### config.mk
export PLATFORM = sky130hd
export DESIGN_NAME = tawas_rcn_master
export DESIGN_NICKNAME = d
export VERILOG_FILES = /design/src/rtl/tawas_pkg.sv /design/src/rtl/tawas_fifo.sv /design/src/rtl/tawas_rcn_master.sv
export SDC_FILE = /design/constraint.sdc
export NUM_CORES = 1
export LEC_CHECK = 0
export BUFFER_PORTS_ARGS = -buffer_cell sky130_fd_sc_hd__buf_2
export CORE_UTILIZATION = 30
export CTS_CLUSTER_SIZE = 10
export DETAILED_ROUTE_END_ITERATION = 10
export PLACE_DENSITY = 0.57
export REMOVE_ABC_BUFFERS = 1
export SLEW_MARGIN = 5
export SYNTH_ARGS = -nofsm -noshare
export SYNTH_HDL_FRONTEND = slang
export SYNTH_SLANG_ARGS = --single-unit
### constraint.sdc
create_clock -name clk -period 4.3 [get_ports clk]
set_input_delay 0.215 -clock clk [delete_from_list [all_inputs] [get_ports clk]]
set_output_delay 0.215 -clock clk [all_outputs]
set_load 0.01 [all_outputs]
### src/rtl/tawas_pkg.sv
// Shared ring-slot and request-entry types for the Tawas ring master.
// Slot layout (MSB first): vld rsp wr xch id[3:0] tag[4:0] mask[3:0] addr[21:2] data[31:0].
package tawas_pkg;

   localparam int SLOT_W = 69;
   localparam int ID_W   = 4;
   localparam int TAG_W  = 5;
   localparam int MASK_W = 4;
   localparam int ADDR_W = 20;
   localparam int DATA_W = 32;

   typedef struct packed {
      logic              vld;
      logic              rsp;
      logic              wr;
      logic              xch;
      logic [ID_W-1:0]   id;
      logic [TAG_W-1:0]  tag;
      logic [MASK_W-1:0] mask;
      logic [ADDR_W-1:0] addr;
      logic [DATA_W-1:0] data;
   } rcn_slot_t;

   typedef struct packed {
      logic              wr;
      logic              xch;
      logic [TAG_W-1:0]  thread;
      logic [MASK_W-1:0] mask;
      logic [ADDR_W-1:0] addr;
      logic [DATA_W-1:0] data;
   } req_entry_t;

   function automatic rcn_slot_t make_req_slot(input req_entry_t e, input logic [ID_W-1:0] id);
      rcn_slot_t s;
      s.vld  = 1'b1;
      s.rsp  = 1'b0;
      s.wr   = e.wr;
      s.xch  = e.xch;
      s.id   = id;
      s.tag  = e.thread;
      s.mask = e.mask;
      s.addr = e.addr;
      s.data = e.data;
      return s;
   endfunction

endpackage

### src/rtl/tawas_fifo.sv
// Request buffer: power-of-two circular FIFO with show-ahead head output.
// Push while full and pop while empty are ignored.
module tawas_fifo #(
   parameter int WIDTH = 8,
   parameter int DEPTH = 4
) (
   input  logic             clk,
   input  logic             rst_n,
   input  logic             push,
   input  logic             pop,
   input  logic [WIDTH-1:0] din,
   output logic [WIDTH-1:0] dout,
   output logic             full,
   output logic             empty
);

   localparam int PW = (DEPTH > 1) ? $clog2(DEPTH) : 1;

   logic [WIDTH-1:0] mem [DEPTH];
   logic [PW-1:0]    rd_ptr;
   logic [PW-1:0]    wr_ptr;
   logic [PW:0]      count;
   logic             do_push;
   logic             do_pop;

   assign full  = (count == (PW+1)'(DEPTH));
   assign empty = (count == (PW+1)'(0));
   assign dout  = mem[rd_ptr];

   // qualify requests against occupancy
   always_comb begin
      do_push = push && !full;
      do_pop  = pop && !empty;
   end

   // pointers wrap naturally because DEPTH is a power of two
   always_ff @(posedge clk) begin
      if (!rst_n) begin
         rd_ptr <= (PW)'(0);
         wr_ptr <= (PW)'(0);
         count  <= (PW+1)'(0);
      end else begin
         if (do_push) wr_ptr <= wr_ptr + (PW)'(1);
         if (do_pop)  rd_ptr <= rd_ptr + (PW)'(1);
         case ({do_push, do_pop})
            2'b10:   count <= count + (PW+1)'(1);
            2'b01:   count <= count - (PW+1)'(1);
            default: count <= count;
         endcase
      end
   end

   // storage array
   always_ff @(posedge clk) begin
      if (do_push) mem[wr_ptr] <= din;
   end

endmodule

### src/rtl/tawas_rcn_master.sv
// Ring master: buffers load/store requests, inserts them into empty ring slots,
// consumes responses addressed to MASTER_ID and returns read data to the thread.
module tawas_rcn_master
   import tawas_pkg::*;
#(
   parameter logic [3:0] MASTER_ID  = 4'd0,
   parameter int         THREADS    = 32,
   parameter int         FIFO_DEPTH = 4
) (
   input  logic               clk,
   input  logic               rst_n,
   input  logic               req_valid,
   input  logic [4:0]         req_thread,
   input  logic               req_wr,
   input  logic               req_xch,
   input  logic [31:0]        req_addr,
   input  logic [2:0]         req_wbreg,
   input  logic [3:0]         req_mask,
   input  logic [31:0]        req_wdata,
   output logic [THREADS-1:0] thread_busy,
   output logic               fifo_full,
   output logic               wb_en,
   output logic [4:0]         wb_thread,
   output logic [2:0]         wb_reg,
   output logic [31:0]        wb_data,
   input  logic [SLOT_W-1:0]  rcn_in,
   output logic [SLOT_W-1:0]  rcn_out,
   output logic               err
);

   rcn_slot_t          slot_in;
   rcn_slot_t          slot_next;
   req_entry_t         push_entry;
   req_entry_t         head;
   logic               fifo_empty;
   logic               thread_ok;
   logic               tag_ok;
   logic               push;
   logic               drop;
   logic               match;
   logic               rsp_ok;
   logic               rsp_bad;
   logic               pop;
   logic               wb_hit;
   logic [THREADS-1:0] busy_next;
   logic [2:0]         wbreg_mem [THREADS];
   logic               addr_unused;

   assign slot_in     = rcn_in;
   assign addr_unused = &{1'b0, req_addr[31:22], req_addr[1:0]};

   tawas_fifo #(
      .WIDTH ($bits(req_entry_t)),
      .DEPTH (FIFO_DEPTH)
   ) u_fifo (
      .clk   (clk),
      .rst_n (rst_n),
      .push  (push),
      .pop   (pop),
      .din   (push_entry),
      .dout  (head),
      .full  (fifo_full),
      .empty (fifo_empty)
   );

   // request acceptance, response consumption and slot selection
   always_comb begin
      push_entry = '{wr: req_wr, xch: req_xch, thread: req_thread, mask: req_mask,
                     addr: req_addr[21:2], data: req_wdata};
      thread_ok = (32'(req_thread) < THREADS);
      push      = req_valid && !fifo_full && thread_ok && !thread_busy[req_thread];
      drop      = req_valid && !push;

      match   = slot_in.vld && slot_in.rsp && (slot_in.id == MASTER_ID);
      tag_ok  = (32'(slot_in.tag) < THREADS);
      rsp_ok  = match && tag_ok && thread_busy[slot_in.tag];
      rsp_bad = match && !rsp_ok;
      wb_hit  = rsp_ok && (!slot_in.wr || slot_in.xch);

      // a consumed slot is free for reuse in the same cycle
      pop = (!slot_in.vld || match) && !fifo_empty;

      if (pop) begin
         slot_next = make_req_slot(head, MASTER_ID);
      end else if (match) begin
         slot_next = '0;
      end else begin
         slot_next = slot_in;
      end

      busy_next = thread_busy;
      if (rsp_ok) begin
         busy_next[slot_in.tag] = 1'b0;
      end else begin
         busy_next = busy_next;
      end
      if (push) begin
         busy_next[req_thread] = 1'b1;
      end else begin
         busy_next = busy_next;
      end
   end

   // registered ring slot, busy flags, writeback and sticky error
   always_ff @(posedge clk) begin
      if (!rst_n) begin
         rcn_out     <= '0;
         thread_busy <= '0;
         wb_en       <= 1'b0;
         wb_thread   <= 5'd0;
         wb_reg      <= 3'd0;
         wb_data     <= 32'd0;
         err         <= 1'b0;
      end else begin
         rcn_out     <= slot_next;
         thread_busy <= busy_next;
         wb_en       <= wb_hit;
         err         <= err | drop | rsp_bad;
         if (wb_hit) begin
            wb_thread <= slot_in.tag;
            wb_reg    <= wbreg_mem[slot_in.tag];
            wb_data   <= slot_in.data;
         end
      end
   end

   // writeback register number stays local; it never travels on the ring
   always_ff @(posedge clk) begin
      if (push) wbreg_mem[req_thread] <= req_wbreg;
   end

endmodule

==> results, run 1 <==
- The run finished with clean final reports.
- The largest registers in the layout are u_fifo.mem x252, wbreg_mem x96, rcn_out x69.
- At the worst endpoint, the arrival time is around 3.8 ns.
- The routed design has approximately 54000 um of wire.
- For this design, the CTS-stage hold fixing added 126 buffers.
- The combinational cell fraction of total power is between 10% and 20%.
- In the synthesized netlist the async set-or-reset flop fraction comes to 0%.
- The number of flip-flops in the largest register is 252.
- The routed via count is 13200.
- The final non-filler cell total is ~2700.
- At the end of routability-driven placement, the weighted congestion stood at ~0.86.
- The clock-pin slew on the worst setup and hold paths is approximately 0.06 ns.
- The max capacitance violation total is 0.
- IR analysis of the VDD net gives a maximum drop of approximately 0.27 mV.
- The kind of cell with the highest combined delay on the critical path is compound AO/OA/AOI/OAI gates.
- In the final routed layout, each cell accounts on average for approximately 20 um.
- Sequential cells were found to cover roughly two thirds of the synthesized design area.
- Summed over all nets, the half-perimeter wirelength after detailed placement is around 34000 um.
- The upper clock frequency limit is 301 MHz.
- The register with the most flip-flops in the final layout is u_fifo.mem.
- In the final timing run, aggregate negative setup slack is 0 ns.
- The initial core utilization is between 30% and 40%.
- The die boundary width is about 260 um.
- The final number of max-transition violations was 0.
- The via count of the first global-routing pass is 13600.
- The repair_antennas step left the layout with diodes totalling 0.
- The delay of the slowest critical-path stage is slightly below 0.7 ns.
- The remaining antenna violation count is 0.
- The slowest cell on the critical path is sky130_fd_sc_hd__a21o_4.
- After the last flow step, the layout net total stands at about 1900.
- The analysis attributes to net switching a power of between 3000 and 4000 uW.
- On the final layout, the worst clock skew is ~0.023 ns.
- The number of placed instances, taps included, is ~2400.
- Sequential cells account for between 40% and 50% of the total power.
- The worst hold path belongs to the class primary input to register.
- Input and output buffers added on the ports amount to around 280.
- The total leakage power is around 0.0090 uW.
- The register area is approximately 14000 um2.
- At the later pin of the worst-skew pair, clock insertion delay measures roughly 0.6 ns.
- The number of top-level pins is 294.
- The signal on the critical path passes through nor3_1 > a21o_4 > inv_2 > ha_1 > fa_1 > xnor2_1 > or3_1 > a21oi_1.
- The total design power is around 12000 uW.
- The kind of capture point of the worst setup path is a register.
- The number of gates resized after CTS was 0.
- The switching part of the total is 25.8%.
- The area of the placeable core is approximately 65000 um2.
- The via-per-instance ratio is roughly 4.9.
- The count of fill cells added during filler insertion is 6091.
- In the routed design, unresolved DRC markers number 0.
- Setup repair after global routing left no endpoint under its margin.
- The cell count after synthesis is approximately 1400.
- Among all flip-flop cells after synthesis, the most frequent one is sky130_fd_sc_hd__edfxtp_1.
- Counting both buffers and inverters, the worst setup path holds a total of 1.
- The share of the synthesized area in the top cell type is a little over half.
- The worst register-to-register path has a setup slack of around 1 ns.
- The warning count from the yosys run is 0.
- The startpoint class of the critical path is a register.
- The total congestion overflow is 0.
- The clock network fraction of design power is a little over a third.
- The maximum clock insertion buffer count is 3.
- The first-pass iteration count of the detailed router is 5.
- Ranked by total cell area, the synthesized netlist is headed by sky130_fd_sc_hd__edfxtp_1, sky130_fd_sc_hd__dfxtp_1, sky130_fd_sc_hd__mux4_2, sky130_fd_sc_hd__mux2i_1, sky130_fd_sc_hd__nand2_1.
- The power per unit of standard cell area is 486 nW/um2.
- Measured against its own limit, the worst slew margin works out to between 20 and 25%.
- The required time of the worst setup path is between 4 and 5 ns.
- The number of antenna violations at the first check in global routing is 2.
- For this run, the total global-route usage over all layers was measured as about 16%.
- The area overhead of the layout relative to synthesis is 26.6%.
- The number of cell rows is slightly above 90.
- TritonCTS built the clock tree.
- The synthesized cell area is about 20000 um2.
- The number of failing setup endpoints in the final timing report is 0.
- The number of DRC violations after detailed-routing iteration 0 is roughly 890.
- The final count of hold timing violations is 0.
- The category of the critical setup timing path is register to register.
- Following the worst setup path forward leads to its endpoint at u_fifo.count[2].
- The worst-case setup slack after placement is between 0.9 and 1 ns.
- The number of H-tree levels is 2.
- The global-route wire length before repair is 80500 um.
- In the final layout, the multi-input gates occupy a little under 6000 um2.
- The die extent in y is ~260 um.
- The number of synthesized register bits is 500.
- The ratio of cells with drive above 1 in the final layout is 25.7%.
- The largest net degree at the start of global routing is approximately 70.
- The depth of the worst register-to-register path is 8.
- The count of different cell masters after synthesis is 54.
- The average instance in the mapped netlist occupies 14.3 um2.
- The cell at the root of the clock tree is sky130_fd_sc_hd__clkbuf_16.
- The count of cell instances traversed by the critical path is 8.
- The clock net in this run drives a total of 500 sinks.
- For the finished layout, the period the worst path requires is about 3.3 ns.
- The start point of the critical path is u_fifo.count[0].
- The transition time at the pin with the least slew margin is 1.17 ns.
- The cell taking the most area after synthesis is sky130_fd_sc_hd__edfxtp_1.
- The number of buffers inserted during clock tree synthesis is 58.
- The launching point of the worst reg2reg path is u_fifo.count[0].
- The portion of the clock cycle consumed by the worst path in the final layout is between 70% and 80%.
- The final worst setup slack is a little under 1 ns.
- The area of the die is 67100 um2.
- The utilization of the core after routing is roughly 39%.
- Counting flops with a built-in enable in the synthesized netlist gives ~350.
- The hold-critical path depth is 1.
- In this run the worst path has a maximum fanout of 68.
- Buffers added to address setup during post-CTS repair amount to 0.
- In this run the critical register-to-register path is captured at u_fifo.count[2].
- The internal power is around 9000 uW.
## worst reg2reg max path, delay by kind of cell, from the launching register on
| family | cells | cell delay (ns) |
|---|---|---|
| buffers and inverters | 1 | 0.50 |
| AND/OR/NAND/NOR | 2 | 0.63 |
| AO/OA/AOI/OAI | 2 | 0.83 |
| adder cells (fa/ha/maj) | 2 | 0.77 |
| flip-flops | 1 | 0.35 |
| XOR/XNOR | 1 | 0.14 |
## cell type report
type / instances / area share (%)
sequential: 500 / 53.8
multi-input combinational: 776 / 23.3
timing repair buffer: 431 / 11.7
clock buffer: 101 / 6.59
tap: 855 / 4.26
clock inverter: 7 / 0.229
inverter: 8 / 0.125
## worst min path at each step
stage                                    to  slack, ns     startpoint
after global routing      u_fifo.mem[2][56]       0.04  req_thread[0]
final                     u_fifo.mem[2][56]       0.06  req_thread[0]
after global placement    u_fifo.mem[2][12]       0.43  req_wdata[12]
after floorplan            u_fifo.mem[0][0]       0.31   req_wdata[0]
after detailed placement  u_fifo.mem[0][13]       0.43  req_wdata[13]
after CTS                 u_fifo.mem[2][56]       0.02  req_thread[0]
## Yosys cell counts, types with 6 or more instances
library cell	count
sky130_fd_sc_hd__edfxtp_1	348
sky130_fd_sc_hd__nand2_1	181
sky130_fd_sc_hd__dfxtp_1	152
sky130_fd_sc_hd__mux2i_1	119
sky130_fd_sc_hd__a21oi_1	99
sky130_fd_sc_hd__nand3_1	98
sky130_fd_sc_hd__mux4_2	65
sky130_fd_sc_hd__o22ai_1	64
sky130_fd_sc_hd__clkbuf_1	58
sky130_fd_sc_hd__nor2_1	40
sky130_fd_sc_hd__buf_2	20
sky130_fd_sc_hd__buf_1	17
sky130_fd_sc_hd__and2_1	7
sky130_fd_sc_hd__inv_1	7
sky130_fd_sc_hd__or2_2	7
sky130_fd_sc_hd__or4_1	7
sky130_fd_sc_hd__nor2b_1	6
sky130_fd_sc_hd__nor3_1	6
sky130_fd_sc_hd__o21ai_0	6
## layer usage
metal	up-vias	routed length (um)	part of all wire [%]	GRT usage (%)
met1	6548	23000	43	20.4
met2	472	26300	49	26.9
li1	6050	-	-	-
met4	4	1030	1.9	3.93
met5	-	27	0.050	0
met3	89	3490	6.5	3.11
## cells in the final DEF (no fill, tap or decap), types with 6 or more instances in the layout
cell type                       instances
sky130_fd_sc_hd__or4_1                  7
sky130_fd_sc_hd__clkbuf_16             59
sky130_fd_sc_hd__nor2b_1                6
sky130_fd_sc_hd__edfxtp_1             348
sky130_fd_sc_hd__nor2_1                40
sky130_fd_sc_hd__mux2i_1              119
sky130_fd_sc_hd__a21oi_1               99
sky130_fd_sc_hd__o21ai_0                6
sky130_fd_sc_hd__dfxtp_1              150
sky130_fd_sc_hd__buf_12                 7
sky130_fd_sc_hd__buf_2                279
sky130_fd_sc_hd__nor3_1                 6
sky130_fd_sc_hd__buf_4                 19
sky130_fd_sc_hd__mux4_2                65
sky130_fd_sc_hd__or2_2                  7
sky130_fd_sc_hd__dlygate4sd3_1        126
sky130_fd_sc_hd__clkbuf_1              40
sky130_fd_sc_hd__o22ai_1               64
sky130_fd_sc_hd__nand3_1               97
sky130_fd_sc_hd__nand2_1              181
## power groups by stage
stage	combinational, uW	clock [uW]	sequential, uW
finish	1980	4450	5750
global route	2160	4740	5800
CTS	2020	4570	5760
detailed placement	1920	0	5860
global placement	1920	0	5850
floorplan	1030	0	5950
## through the flow
step	hold WS, ns	cell area (um2)
detailed placement	0.434	22100
CTS	0.0187	25100
finish	0.0635	25100
floorplan	0.314	19300
global route	0.0445	25100
global placement	0.427	22100
## kinds of logic (layout without fill, tap and decap cells)
family	Yosys count	count (layout)	synth area share, %
flops	500	500	68.1
simple gates	403	403	10.1
mux	184	184	13.4
compound gates	180	180	5.24
buf+inv	111	547	2.64
fa+ha+maj	6	6	0.417
xor+xnor	3	3	0.133
Power figures use the tool's default switching activity.
==> inputs of run 2 (changes only) <==
--- a/config.mk
+++ b/config.mk
@@ -5,11 +5,12 @@
 export SDC_FILE = /design/constraint.sdc
 export NUM_CORES = 1
 export LEC_CHECK = 0
+export ABC_AREA = 1
 export BUFFER_PORTS_ARGS = -buffer_cell sky130_fd_sc_hd__buf_2
 export CORE_UTILIZATION = 30
 export CTS_CLUSTER_SIZE = 10
 export DETAILED_ROUTE_END_ITERATION = 10
-export PLACE_DENSITY = 0.57
+export PLACE_DENSITY = 0.59
 export REMOVE_ABC_BUFFERS = 1
 export SLEW_MARGIN = 5
 export SYNTH_ARGS = -nofsm -noshare
==> constraint.sdc (replaced) <==
create_clock -name clk -period 2.8 [get_ports clk]
set_input_delay 0.14 -clock clk [delete_from_list [all_inputs] [get_ports clk]]
set_output_delay 0.14 -clock clk [all_outputs]
set_load 0.01 [all_outputs]
==> run 2 against run 1 <==
Net effect:
- total power rose by 62%
- sequential share of layout area fell by 1.3 points
- sequential cell count did not move
- clock power rose by 62%
==> results, run 2 <==
- The worst hold slack after final layout is approximately 0.11 ns.
- The initial core utilization is 30.3%.
- In this run the cell area measured after placement is approximately 23000 um2.
- In this run, post-CTS repair resized a total of 0 instances.
- Global routing finished with a remaining overflow of 0.
- The share of total power in sequential cells is 44.9%.
- Buffers inserted during clock tree synthesis total 59.
- The area of the die is about 67000 um2.
- The slack of the worst reg-to-reg path is about 0.44 ns.
- The share of total power dissipated in the clock network is between 30% and 40%.
- Leaving out fill and tap cells, the most frequent cells in the layout are sky130_fd_sc_hd__nand2_1, sky130_fd_sc_hd__edfxtp_1, sky130_fd_sc_hd__nor2_1, sky130_fd_sc_hd__buf_2, sky130_fd_sc_hd__dfxtp_1.
- Summing every instance area after synthesis gives about 20000 um2.
- STA classifies the critical path startpoint as a primary input.
- After the flow finishes, the layout carries non-filler instances totaling around 3200.
- The delay of the slowest critical-path stage is about 0.53 ns.
- Cell internal power was estimated by the tool at about 14000 uW.
- Before antenna repair, the detailed router went through 5 iterations.
- For this block, the initial DRC count from the detailed router was about 1100.
- In this run the critical register-to-register path is captured at rcn_out[12].
- The area growth from synthesis to layout is 29.4%.
- The flow ran to the end, and the final reports show no timing, DRC or antenna violations.
- The number of remaining DRC errors is 0.
- The H-tree was split into 2 levels.
- The die extent in y is roughly 260 um.
- The final instance area is ~26000 um2.
- The worst setup path is captured at a register.
- Traced cell by cell, the critical path runs through dlygate4sd3_1 > buf_2 > inv_1 > nand3_1 > nor2_1 > nor2_1 > nand3_1 > ha_1 > fa_1 > a21oi_1 > o21a_1 > o21ai_0 > a21oi_1.
- The floorplan has between 90 and 100 rows.
- The number of synthesized flops with an enable pin is about 350.
- The relative max-transition margin is a little over a quarter.
- The switching part of the total is 28.7%.
- The number of flip-flops in the largest register is 252.
- In this run the deepest clock path goes through 3 buffers.
- The placer's final routability congestion estimate is between 0.9 and 1.
- The largest registers in the layout are u_fifo.mem x252, wbreg_mem x96, rcn_out x69.
- Dividing the detail-routed via count by the number of cells gives slightly below 5.
- The critical path capture point is u_fifo.count[2].
- After layout, the worst path uses between 80% and 90% of the clock period.
- The depth of the worst register-to-register path is 5.
- For this design the ratio of total power to cell area is around 770 nW/um2.
- The post-CTS setup buffer count is 0.
- The detail-routed net length per standard cell is about 19 um.
- Ranked by flip-flop count, first place goes to u_fifo.mem.
- In this run the standard cell core region covers roughly 66000 um2.
- Across the run, the number of max-cap violations was 0.
- Counting both buffers and inverters, the worst setup path holds a total of 3.
- The number of failing setup endpoints in the final timing report is 0.
- Of all nets on the critical path, the largest fanout is 8.
- The final-stage net count is about 2500.
- The startpoint identified for the worst register-to-register timing path is u_fifo.count[0].
- For this design the static power due to leakage is about 0.010 uW.
- The number of cells after detailed placement is between 2000 and 3000.
- STA puts the critical path data required time at approximately 3.4 ns.
- The routed via count is 15800.
- The largest total area in the synthesized netlist belongs to sky130_fd_sc_hd__edfxtp_1.
- The most common cell after layout, fill and taps aside is sky130_fd_sc_hd__nand2_1.
- The slowest cell on the critical path is sky130_fd_sc_hd__dlygate4sd3_1.
- The total wire length is a little over 60000 um.
- The commonest cells after synthesis are sky130_fd_sc_hd__nand2_1, sky130_fd_sc_hd__edfxtp_1, sky130_fd_sc_hd__nor2_1, sky130_fd_sc_hd__dfxtp_1, sky130_fd_sc_hd__a21oi_1.
- In this run the worst setup path begins at req_thread[3].
- The share of flip-flops with an asynchronous set or reset is 0%.
- The warning count from the yosys run is 0.
- Counting every instance in the synthesized netlist gives 1884.
- The worst setup path is of the primary input to register kind.
- The proportion of synthesized chip area in sequential cells is between 60% and 70%.
- The transition time at the pin with the least slew margin is about 1.1 ns.
- Clock tree synthesis found a total of 500 sinks.
- The peak ir drop on the vdd network is between 0.4 and 0.5 mV.
- In the post-synthesis netlist, the biggest area contributors are sky130_fd_sc_hd__edfxtp_1, sky130_fd_sc_hd__dfxtp_1, sky130_fd_sc_hd__nand2_1, sky130_fd_sc_hd__nor2_1, sky130_fd_sc_hd__a21oi_1.
- In this run the biggest area consumer among cell types represents a little over half of the synthesized area.
- The final count of hold timing violations is 0.
- The clock-pin slew on the worst setup and hold paths is 0.05 ns.
- In this run, synthesis produced a sequential element count of 500.
- The TritonCTS clock tree is built.
- The ratio of cells with drive above 1 in the final layout is between 10% and 20%.
- The upper clock frequency limit is approximately 420 MHz.
- The tightest min-delay check is of the primary input to register type.
- The netlist uses 32 different library cells.
- The cell at the root of the clock tree is sky130_fd_sc_hd__clkbuf_16.
- The count of port buffers added during placement is between 200 and 300.
- The shortest clock period the worst path allows after layout is between 2 and 2.5 ns.
- The remaining antenna violation count is 0.
- The via count of the first global-routing pass is 15400.
- For the final database, setup skew stands at ~0.025 ns.
- In this design, the largest share of critical-path delay is due to buffers and inverters.
- The first global-routing pass estimated 90800 um of wire.
- The critical path crosses 13 cells after its start point.
- From left edge to right edge, the die measures approximately 260 um.
- The HPWL after detailed placement is about 39000 um.
- The data arrival time of the critical path is 2.91 ns.
- Among all flip-flop cells after synthesis, the most frequent one is sky130_fd_sc_hd__edfxtp_1.
- The largest net degree at the start of global routing is 89.
- The combinational cell fraction of total power is a little under a fifth.
- Setup repair after global routing left no endpoint under its margin.
- The net switching power is between 5000 and 6000 uW.
- For this run, the total global-route usage over all layers was measured as about 18%.
- The most common cell in the synthesized netlist is sky130_fd_sc_hd__nand2_1.
- The number of antenna violations at the first check in global routing is 6.
- ~290 I/O pins were placed.
- The final number of max-transition violations is 0.
- The clock latency of the later-clocked register in the worst-skew pair is roughly 0.63 ns.
- In this run the mean area of a mapped cell was about 11 um2.
==> run 2: cell count changes after synthesis, sizes merged, moves of 41 or more <==
cell   change
a21oi     +41
a22oi     +48
inv       +84
nor2     +247
nand2    +206
o21ai     +66
mux4      -65
o32ai     +62
mux2i    -119
o22ai     -68
==> run 2: per-layer routing <==
layer	track usage, %	vias to the layer above	wire length, um
met5	0	-	41
met4	5.70	6	1500
met3	3.43	103	4340
met2	29.2	594	28600
met1	23.1	7692	26400
li1	-	7432	-
==> run 2: worst min-delay path by stage <==
stage	from	to	slack (ns)	cells after the start
2_1_floorplan	req_wdata[0]	u_fifo.mem[0][0]	0.24	0
3_3_place_gp	req_addr[2]	u_fifo.mem[3][32]	0.35	1
3_5_place_dp	req_addr[13]	u_fifo.mem[1][43]	0.36	1
4_1_cts	req_thread[0]	u_fifo.mem[2][56]	0.07	2
5_1_grt	req_thread[0]	u_fifo.mem[3][56]	0.1	2
6_report	req_thread[0]	u_fifo.mem[3][56]	0.11	2
==> run 2: kinds of logic after synthesis <==
logic type,share of synthesized area [%]
buffers and inverters,4.38
AND/OR/NAND/NOR,17.3
adder cells (fa/ha/maj),0.415
XOR/XNOR,0.0441
AO/OA/AOI/OAI,10.0
flip-flops,67.9
==> run 2: through the flow <==
stage / power (uW) / util (%) / setup slack (ns) / setup TNS (ns)
6_report: 19700 / 39.2 / 0.442 / 0
3_3_place_gp: 12500 / 34.4 / 0.325 / 0
2_1_floorplan: 10900 / - / -1.56 / -458.26
4_1_cts: 20000 / 39.2 / 0.481 / 0
5_1_grt: 20600 / 39.2 / 0.259 / 0
3_5_place_dp: 12600 / 34.4 / 0.274 / 0
==> run 2: worst reg2reg max path: cells and delay by family, from the launching register on <==
kind	cells	cell delay, ns
buffers and inverters	1	0.70
flip-flops	1	0.35
AND/OR/NAND/NOR	3	0.67
AO/OA/AOI/OAI	1	0.48
==> run 2: layout make-up <==
| type | count | area [um2] |
|---|---|---|
| fillers | 6407 | 39900 |
| flip-flops and latches | 500 | 13500 |
| multi-input cells | 1171 | 5560 |
| repair buffers | 480 | 3420 |
| clock buffers | 103 | 1700 |
| well taps | 864 | 1080 |
| inverters | 93 | 354 |
| clock inverters | 9 | 110 |
| diodes | 2 | 5.00 |
==> run 2: repair_timing <==
action                     CTS  global route
setup endpoints to repair    0             0
hold endpoints to repair   364             0
hold buffers               132             0
==> run 2: power groups by stage <==
stage | sequential [uW] | clock (uW) | combinational [uW]
floorplan | 9180 | 0 | 1740
global placement | 9000 | 0 | 3480
detailed placement | 9010 | 0 | 3550
CTS | 8870 | 7390 | 3710
global route | 8920 | 7660 | 4040
finish | 8870 | 7190 | 3670
